===== src/rtl/cpu_wb_arb.sv =====
`default_nettype none
// ============================================================================
// Module   : cpu_wb_arb
// Purpose  : Writeback-side arbiter for the regfile write port. MEM-stage
//            results always win; long-unit (mult/div) results are queued in
//            a DEPTH-entry FIFO and drain into cycles the MEM stage leaves
//            idle. A MEM write to register r invalidates any older queued
//            long-unit result for r, because the MEM instruction is younger.
//            Killed entries keep their FIFO slot and are discarded
//            (drop_pulse) when they reach the head.
// Ports    : clk, clr (async, active-high)
//            mem_write_en/num/data  - MEM-stage write request
//            lu_valid/num/data      - long-unit result, held until accepted
//            lu_ready               - FIFO can accept (registered state only)
//            reg_write_en/num/data  - registered regfile write port
//            pend_mask              - one bit per register with a live queued result
//            buf_count              - occupied FIFO slots
//            drop_pulse             - registered pulse, a stale result was discarded
// Options  : WB_BYPASS_EN - when the FIFO is empty and the MEM slot is free,
//            a long-unit result writes directly (1-cycle latency).
// Revision : 1.0 - initial release
// ============================================================================
module cpu_wb_arb #(
   parameter int DEPTH = 4
) (
   input  logic                      clk,
   input  logic                      clr,
   input  logic                      mem_write_en,
   input  logic [4:0]                mem_write_num,
   input  logic [31:0]               mem_write_data,
   input  logic                      lu_valid,
   input  logic [4:0]                lu_num,
   input  logic [31:0]               lu_data,
   output logic                      lu_ready,
   output logic                      reg_write_en,
   output logic [4:0]                reg_write_num,
   output logic [31:0]               reg_write_data,
   output logic [31:0]               pend_mask,
   output logic [$clog2(DEPTH):0]    buf_count,
   output logic                      drop_pulse
);

   localparam int PTR_W = $clog2(DEPTH);
   localparam logic [PTR_W:0]   C_DEPTH   = (PTR_W+1)'(DEPTH);
   localparam logic [PTR_W:0]   C_CNT_ONE = (PTR_W+1)'(1);
   localparam logic [PTR_W-1:0] C_PTR_ONE = PTR_W'(1);

   // FIFO storage; r_vld doubles as the kill flag for each slot
   logic [4:0]       r_num  [DEPTH];
   logic [31:0]      r_data [DEPTH];
   logic [DEPTH-1:0] r_vld;
   logic [PTR_W-1:0] r_wptr;
   logic [PTR_W-1:0] r_rptr;
   logic [PTR_W:0]   r_count;

   logic             w_mem_busy;
   logic             w_accept;
   logic             w_empty;
   logic             w_pop;
   logic             w_head_vld;
   logic             w_lu_kill;
   logic             w_bypass;
   logic             w_push;
   logic [31:0]      w_pend;

   assign lu_ready   = (r_count < C_DEPTH);
   assign buf_count  = r_count;
   assign w_mem_busy = mem_write_en && (mem_write_num != 5'd0);
   assign w_accept   = lu_valid && lu_ready;
   assign w_empty    = (r_count == '0);
   assign w_head_vld = r_vld[r_rptr];
   // The head leaves the FIFO whenever MEM does not own the write slot,
   // whether it carries a live result or a killed one.
   assign w_pop      = !w_mem_busy && !w_empty;
   // Same-cycle collision: MEM is younger, so the incoming result is stale.
   // mem_write_num is nonzero here, so lu_num is nonzero too.
   assign w_lu_kill  = w_accept && w_mem_busy && (lu_num == mem_write_num);

`ifdef WB_BYPASS_EN
   assign w_bypass   = w_empty && !w_mem_busy && lu_valid && (lu_num != 5'd0);
`else
   assign w_bypass   = 1'b0;
`endif

   assign w_push     = w_accept && (lu_num != 5'd0) && !w_lu_kill && !w_bypass;

   // Slots outside the occupied range always have r_vld clear, so a plain
   // OR over every slot gives the pending mask. $0 is never pushed.
   always_comb begin
      w_pend = '0;
      for (int i = 0; i < DEPTH; i++) begin
         if (r_vld[i]) begin
            w_pend[r_num[i]] = 1'b1;
         end
      end
   end
   assign pend_mask = w_pend;

   // Control state and output registers
   always_ff @(posedge clk or posedge clr) begin
      if (clr) begin
         r_vld          <= '0;
         r_wptr         <= '0;
         r_rptr         <= '0;
         r_count        <= '0;
         reg_write_en   <= 1'b0;
         reg_write_num  <= 5'd0;
         reg_write_data <= 32'd0;
         drop_pulse     <= 1'b0;
      end else begin
         // Kill older queued results for the register MEM is writing
         for (int i = 0; i < DEPTH; i++) begin
            if (w_mem_busy && (r_num[i] == mem_write_num)) begin
               r_vld[i] <= 1'b0;
            end
         end
         if (w_pop) begin
            r_vld[r_rptr] <= 1'b0;
            r_rptr        <= r_rptr + C_PTR_ONE;
         end
         // Push never targets the slot being popped: that would need full
         if (w_push) begin
            r_vld[r_wptr] <= 1'b1;
            r_wptr        <= r_wptr + C_PTR_ONE;
         end
         case ({w_push, w_pop})
            2'b10:   r_count <= r_count + C_CNT_ONE;
            2'b01:   r_count <= r_count - C_CNT_ONE;
            default: r_count <= r_count;
         endcase

         drop_pulse <= w_lu_kill || (w_pop && !w_head_vld);

         if (w_mem_busy) begin
            reg_write_en   <= 1'b1;
            reg_write_num  <= mem_write_num;
            reg_write_data <= mem_write_data;
         end else if (w_bypass) begin
            reg_write_en   <= 1'b1;
            reg_write_num  <= lu_num;
            reg_write_data <= lu_data;
         end else if (w_pop && w_head_vld) begin
            reg_write_en   <= 1'b1;
            reg_write_num  <= r_num[r_rptr];
            reg_write_data <= r_data[r_rptr];
         end else begin
            reg_write_en   <= 1'b0;
         end
      end
   end

   // Payload storage needs no reset: r_vld gates every use of it
   always_ff @(posedge clk) begin
      if (w_push) begin
         r_num[r_wptr]  <= lu_num;
         r_data[r_wptr] <= lu_data;
      end
   end

endmodule
`default_nettype wire

===== config.mk =====
export PLATFORM = sky130hd
export DESIGN_NAME = cpu_wb_arb
export DESIGN_NICKNAME = d
export VERILOG_FILES = /design/src/rtl/cpu_wb_arb.sv
export SDC_FILE = /design/constraint.sdc
export NUM_CORES = 1
export LEC_CHECK = 0
export ABC_AREA = 0
export BUFFER_PORTS_ARGS = -buffer_cell sky130_fd_sc_hd__buf_2
export CORE_UTILIZATION = 57
export DETAILED_ROUTE_END_ITERATION = 7
export GPL_TIMING_DRIVEN = 0
export HOLD_SLACK_MARGIN = 0.02
export PLACE_DENSITY = 0.92
export SLEW_MARGIN = 20
export SYNTH_ARGS = -nofsm -noshare
export SYNTH_HDL_FRONTEND = slang
export SYNTH_SLANG_ARGS = --single-unit

===== constraint.sdc =====
create_clock -name clk -period 3.22 [get_ports clk]
set_input_delay 0.322 -clock clk [delete_from_list [all_inputs] [get_ports clk]]
set_output_delay 0.322 -clock clk [all_outputs]
set_load 0.05 [all_outputs]

==> flow_metrics.tcl, run 1 <==
set metrics [dict create \
    num-fill-cells 1048 \
    r2r_slack_ns 0.89 \
    use_met2_pct 51.4 \
    period_share_pct 83.7 \
    outcome "finished with violations" \
    ys_seq_elements 198 \
    synth_enable_flop_cells 148 \
    worst_pin_slew_ns 0.843 \
    setup.worst_path.end "pend_mask[16]" \
    dr.pass1.iters 7 \
    hold_buffers 1 \
    clock-sinks 198 \
    place_area_um2 10400 \
    fin_nets 902 \
    avgSynthCellArea_um2 14.4 \
    gr-total-overflow 0 \
    final.setup_skew_ns 0.0100 \
    synthArstFlopShare_pct 25.3 \
    synth_flop_cell "edfxtp_1" \
    cts-root-buf "clkbuf_16" \
    dieArea_um2 16800 \
    num_antenna_cells 0 \
    cts_resized 0 \
    cts-htree-levels 4 \
    clk_latency_ns 0.44 \
    clk_pin_slew_worst_paths_ns 0.07 \
    relSlewSlack_pct 43.7 \
    ys_seq_area_share_pct 61.2 \
    whs_ns 0.0936 \
    syn_inst 644 \
    fin_crit_ns 2.70 \
    hold_viol_final 0 \
    regToRegStartpoint "r_vld[2]" \
    p_per_area_nw_per_um2 891 \
    vias 6703 \
    cp.arrival_ns 2.37 \
    drive_above_1_share_pct 31.6 \
    yosys-top-cells-area "edfxtp_1, dfrtp_1, mux4_2" \
    core-area_um2 15900 \
    grt_use_total_pct 30.0 \
    critical_path_class "register to output pin" \
    synthesis.area_um2 9300 \
    r2r_end "reg_write_data[21]" \
    synth_top_area_share_pct 47.8 \
    min_path_type "input port to register" \
    grt_pass1_vias 6669 \
    max_freq_ghz 0.371 \
    gp_congestion 0.920 \
    violations "DRC" \
    leakagePower_nw 4.20 \
    yosysWarnings 0 \
    avgViaCountPerCell 6.43 \
    required_ns 2.90 \
    syn_to_final_growth_pct 18.0 \
    postRouteAntennaNets 0 \
    grt_max_degree 51 \
    busiest_layer "met2" \
    initial_utilization_pct 58.6 \
    timing.setup.tns_ns 0 \
    synth_nets 732 \
    synth_top_area_cell "edfxtp_1" \
    slew_viol_final 0 \
    worst_setup_path_end_kind "output pin" \
    ir_drop_v 0.000716 \
    rows 46 \
    rsz0062_at_grt "no" \
    crit_start "r_num[0][1]" \
    clk_path_buf_depth 2 \
    design_area_um2 11000 \
    drv_cap 0 \
    routedWlPerCell_um 23.1 \
    portBuffers 146 \
    crit_fanout 10 \
    yosysUniqueCellTypes 49 \
    grt_pass1_wl_um 36600 \
    use_met1_pct 36.8 \
    cts_buffers 17 \
    first_iter_violations 639 \
    drt_drc_violations_left 1 \
    cts_setup_buffers 0 \
    antenna_found_initial 2 \
    start_kind "register" \
    met3_usage_pct 5.62 \
    boundaryPins 153 \
    rr_worst_depth 5 \
    die_h_um 130 \
    die_w_um 130 \
    drt-total-wl_um 24100 \
    setup_viol 0 \
    detailed_place_hpwl_um 16300 \
    cts_tree "built" \
]
==> per-layer routing <==
metal / share of wire (%) / vias up
met3: 9.3 / 74
met1: 36 / 3288
met5: 0.054 / -
met2: 51 / 465
li1: - / 2874
met4: 3.7 / 2
==> logic make-up after synthesis <==
group | share of synthesized area (%)
xor gates and xnor gates | 2.82
DFF | 61.2
AOI/OAI and AO/OA | 8.85
buffers and inverters | 3.39
adders and majority gates | 1.43
muxes | 13.4
and+or+nand+nor | 8.88
==> cell usage in the layout (no fill, tap or decap), types with 14 or more instances in the layout <==
| cell type | n |
|---|---|
| buf_2 | 156 |
| edfxtp_1 | 148 |
| dfrtp_1 | 50 |
| nand3_1 | 43 |
| mux4_2 | 38 |
| mux2i_1 | 38 |
| clkbuf_1 | 35 |
| o21ai_1 | 32 |
| nand2_1 | 22 |
| clkbuf_16 | 17 |
| xnor2_1 | 16 |
| nor2_1 | 15 |
| xor2_1 | 14 |
| o22ai_1 | 14 |
| a221o_1 | 14 |
==> report_power, final <==
group          switching, mW  leakage [nW]  total, mW  internal (mW)
Clock                  0.965         0.272       2.05           1.09
Combinational           2.75          1.98       4.06           1.31
Sequential             0.339          1.95       3.67           3.33
Total                   4.05          4.20       9.78           5.73
==> synth_stat cells, types with 2 or more instances <==
cell type  instances
or2_2              4
nor3_1             4
nand2_1           22
o2bb2ai_1          4
or3_1              3
and3b_1            8
dfrtp_1           50
nand3b_1          10
clkbuf_2           2
buf_6              5
buf_2             10
edfxtp_1         148
nand3_1           43
inv_1             12
nor4_1             4
buf_1              3
a221o_1           14
and3_1             6
o22ai_1           14
o21ai_0           11
o211ai_1           5
xor2_1            14
mux4_2            38
or3b_2             8
nor3b_1            9
buf_4              2
a22oi_1           13
and2_1             4
clkbuf_1          34
a21oi_1            4
xnor2_1           16
ha_1               9
o221ai_1          13
nor2_1            15
mux2i_1           38
o21ai_1           32
==> stage by stage <==
| step | utilization, % | worst slack (ns) | std cells | power (mW) |
|---|---|---|---|---|
| 6_report | 69.1 | 0.524 | 1043 | 9.78 |
| 5_1_grt | 69.1 | 0.347 | 1043 | 10.1 |
| 4_1_cts | 69.1 | 0.541 | 1043 | 9.76 |
| 3_5_place_dp | 65.4 | 0.446 | 1010 | 7.68 |
| 3_3_place_gp | 64.9 | -0.413 | 1006 | 7.46 |
| 2_1_floorplan | - | 0.316 | 644 | 6.56 |
==> flip-flops by register name (all words and copies together) (netlist names) <==
signal,cells
reg_write_data,32
drop_pulse,1
reg_write_en,1
r_rptr,2
r_data,128
r_vld,4
reg_write_num,5
buf_count,3
r_wptr,2
r_num,20
==> worst max-delay path: stages (launching register included) <==
cell and delay, ns:
edfxtp_1 0.37, clkbuf_1 0.23, nor3b_1 0.74, a22oi_1 0.19
o221ai_1 0.11, buf_2 0.30
==> worst min-delay path by stage <==
stage / startpoint / slack, ns / endpoint / cells after the start
after floorplan: lu_data[0] / 0.42 / r_data[0][0] / 0
after global placement: reg_write_data[29] / 0.48 / reg_write_data[29] / 2
after detailed placement: clr / 0.48 / reg_write_data[7] / 2
after CTS: lu_data[4] / 0.08 / r_data[0][4] / 1
after global routing: lu_data[4] / 0.09 / r_data[0][4] / 1
final: lu_data[4] / 0.09 / r_data[1][4] / 1
==> final cells by class <==
type | count | area [um^2] | share of cell area (%)
clock buffers | 18 | 429 | 3.91
well taps | 216 | 270 | 2.46
flip-flops and latches | 198 | 5700 | 51.9
repair buffers | 151 | 821 | 7.48
clock inverters | 14 | 144 | 1.31
multi-input cells | 378 | 3300 | 30.0
inverters | 12 | 47.5 | 0.433
plain buffers | 56 | 270 | 2.46
(Power assumes the default switching activity.)
==> inputs of run 2 (changes only) <==
--- a/config.mk
+++ b/config.mk
@@ -5,13 +5,13 @@
 export SDC_FILE = /design/constraint.sdc
 export NUM_CORES = 1
 export LEC_CHECK = 0
-export ABC_AREA = 0
+export ABC_AREA = 1
 export BUFFER_PORTS_ARGS = -buffer_cell sky130_fd_sc_hd__buf_2
 export CORE_UTILIZATION = 57
 export DETAILED_ROUTE_END_ITERATION = 7
 export GPL_TIMING_DRIVEN = 0
 export HOLD_SLACK_MARGIN = 0.02
-export PLACE_DENSITY = 0.92
+export PLACE_DENSITY = 0.91
 export SLEW_MARGIN = 20
 export SYNTH_ARGS = -nofsm -noshare
 export SYNTH_HDL_FRONTEND = slang
==> constraint.sdc (replaced) <==
create_clock -name clk -period 2.55 [get_ports clk]
set_input_delay 0.255 -clock clk [delete_from_list [all_inputs] [get_ports clk]]
set_output_delay 0.255 -clock clk [all_outputs]
set_load 0.05 [all_outputs]
==> run 2 against run 1 <==
Against the previous run:
- the run now ends clean
- largest power group unchanged
- critical endpoint is now pend_mask[26]
- design area grew 2.0%
- global-route usage is 4.0 points higher
- die area is 1.3% higher
==> flow_metrics.tcl, run 2 <==
set metrics [dict create \
    outcome "complete, no violations" \
    die_w_um 131 \
    drv_cap 0 \
    layout.cells.most_common "nand2_1" \
    cts-root-buf "clkbuf_16" \
    clk_path_buf_depth 2 \
    num-fill-cells 1168 \
    p_per_area_nw_per_um2 1140 \
    dieArea_um2 17100 \
    synth-xor-area-share_pct 0.743 \
    cts_setup_buffers 0 \
    min_path_type "input port to register" \
    boundaryPins 153 \
    yosysWarnings 0 \
    synthArstFlopShare_pct 25.3 \
    grt_pass1_vias 8015 \
    drive_above_1_share_pct 21.7 \
    fin_cells 1407 \
    postRouteAntennaNets 0 \
    crit_top_cell "inv_1" \
    synth_top_area_cell "edfxtp_1" \
    rsz0062_at_grt "no" \
    avgViaCountPerCell 6.05 \
    final.setup_skew_ns 0.0127 \
    synth_fa_ha_area_share_pct 1.41 \
    synth_nets 1081 \
    drt_drc_violations_left 0 \
    crit_family "buffers and inverters" \
    yosysMostFrequentCell "nand2_1" \
    clk_latency_ns 0.45 \
    slew_viol_final 0 \
    max_freq_ghz 0.411 \
    largest_reg_flops 128 \
    hold_path_depth 1 \
    setup_viol 0 \
    yosys.area_share.simple_pct 26.9 \
    worst_path_largest_cell_delay_ns 0.50 \
    routed.top_layer "met4" \
    fin_nets 1266 \
    worstHoldEndpoint "r_data[3][29]" \
    synth_mux_area_share_pct 0 \
    yosys-top-cells-area "edfxtp_1, nand2_1, dfrtp_1" \
    slowest_stage "edfxtp_1" \
    rr_worst_depth 8 \
    synth_flop_cell "edfxtp_1" \
    gp_congestion 0.953 \
    critical_path_class "register to output pin" \
    syn_to_final_growth_pct 18.7 \
    cts_buffers 17 \
    vias 8516 \
    grt_use_total_pct 34.0 \
    relSlewSlack_pct 55.3 \
    grt_pass1_wl_um 42300 \
    total_power_mw 12.7 \
    yosys-top-cells-count "nand2_1, nand3_1, edfxtp_1" \
    crit_fanout 6 \
    fin_ws_ns 0.118 \
    portBuffers 150 \
    largest-register "r_data" \
    clk_pin_slew_worst_paths_ns 0.08 \
    seqCellArea_um2 5700 \
    synthesis.area_um2 9430 \
    initial_utilization_pct 58.9 \
    die_h_um 131 \
    num_antenna_cells 0 \
    worst_pin_slew_ns 0.671 \
    final_cell_mix "nand2_1, buf_2, nand3_1" \
    dp.cells 1359 \
    rows 46 \
    r2r_slack_ns 0.15 \
    gr-total-overflow 0 \
    hp-start "lu_data[29]" \
    synth_top_area_share_pct 47.1 \
    clock-sinks 198 \
    routedWlPerCell_um 20.0 \
    top_regs "r_data x128, reg_write_data x32, r_num x20" \
    ys_seq_area_share_pct 60.4 \
    detailed_place_hpwl_um 17300 \
    required_ns 2.30 \
    grt_max_degree 51 \
    regToRegStartpoint "buf_count[2]" \
    crit_buf_inv 3 \
    dr.pass1.iters 7 \
    synth_top_family_by_area "simple AND/OR/NAND/NOR gates" \
    route.met2.wl_um 13400 \
    cp.arrival_ns 2.18 \
    whs_ns 0.0208 \
    period_share_pct 95.4 \
    leakagePower_nw 4.95 \
    fin_crit_ns 2.43 \
    syn_inst 993 \
    first_iter_violations 988 \
    cts_tree "built" \
    multi_input_area_um2 3330 \
    synth-compound-area-share_pct 6.17 \
    drt-total-wl_um 28100 \
    synth_enable_flop_cells 148 \
    ys_seq_elements 198 \
    hold_viol_final 0 \
    place_ws_ns -0.0593 \
    avgSynthCellArea_um2 9.49 \
    dr_wl_met3_um 3260 \
    cts-htree-levels 4 \
    r2r_end "r_num[1][3]" \
    crit_chain "inv_1 > nand3_1 > or2_2 > o21ai_0 > inv_1 > o221ai_1 > buf_2" \
    wl_met1_um 10000 \
    start_kind "register" \
    antenna_found_initial 0 \
    ir_drop_v 0.000806 \
    worst_setup_path_end_kind "output pin" \
    yosysUniqueCellTypes 28 \
    core-area_um2 16000 \
]
==> run 2: through the flow <==
step,area [um^2],setup TNS (ns),utilization (%)
after floorplan,9450,0,-
after global placement,10500,-3.14,65.4
after detailed placement,10500,-4.80,65.4
after CTS,11200,0,69.9
after global routing,11200,0,69.9
final,11200,0,69.9
==> run 2: repair_timing <==
action	4_1_cts	5_1_grt
hold buffers	12	0
gates cloned	4	0
gates resized for setup	4	3
endpoints found under the hold margin	90	0
endpoints found under the setup margin	148	2
==> run 2: cell type report <==
type                    instances  area share [%]
flip-flops and latches        198            50.9
multi-input cells             705            29.8
repair buffers                162            7.80
clock buffers                  19            3.87
well taps                     216            2.42
plain buffers                  44            2.14
inverters                      46            1.73
clock inverters                13            1.12
repair inverters                4           0.268
==> run 2: how the worst max path moves through the flow <==
stage,start,to,slack (ns),cells past startpoint
floorplan,buf_count[2],buf_count[2],0.12,13
global placement,mem_write_num[1],r_data[1][7],-0.05,7
detailed placement,mem_write_num[1],r_data[1][2],-0.06,7
CTS,r_num[2][0],pend_mask[26],0.07,7
global route,r_num[2][2],pend_mask[25],0.02,7
finish,r_num[2][2],pend_mask[26],0.12,7
==> run 2: where the power goes <==
| group | switching, mW | total, mW | internal, mW | leakage (nW) |
|---|---|---|---|---|
| Sequential | 0.403 | 4.61 | 4.20 | 1.95 |
| Clock | 1.24 | 2.59 | 1.36 | 0.271 |
| Combinational | 4.14 | 5.50 | 1.36 | 2.73 |
==> run 2: worst register-to-register path: stages, from the launching register on <==
cell and delay (ns):
dfrtp_2 0.42, clkinvlp_4 0.10, nand2_1 0.09, nor2_1 0.11
nand2_1 0.06, nor2_1 0.12, nand3_2 0.16, nand3_1 0.29
clkinvlp_4 0.60
==> run 2: cell families after synthesis <==
| kind of cell | after synthesis |
|---|---|
| AND/OR/NAND/NOR | 596 |
| flip-flops | 198 |
| AO/OA/AOI/OAI | 91 |
| buffers and inverters | 90 |
| adder cells (fa/ha/maj) | 10 |
| XOR/XNOR | 8 |
==> run 2: routing by layer <==
metal | GRT usage, % | vias to the layer above
met1 | 40.8 | 3896
li1 | - | 3789
met4 | 21.8 | 0
met2 | 55.0 | 693
met3 | 8.47 | 138
met5 | 0 | -
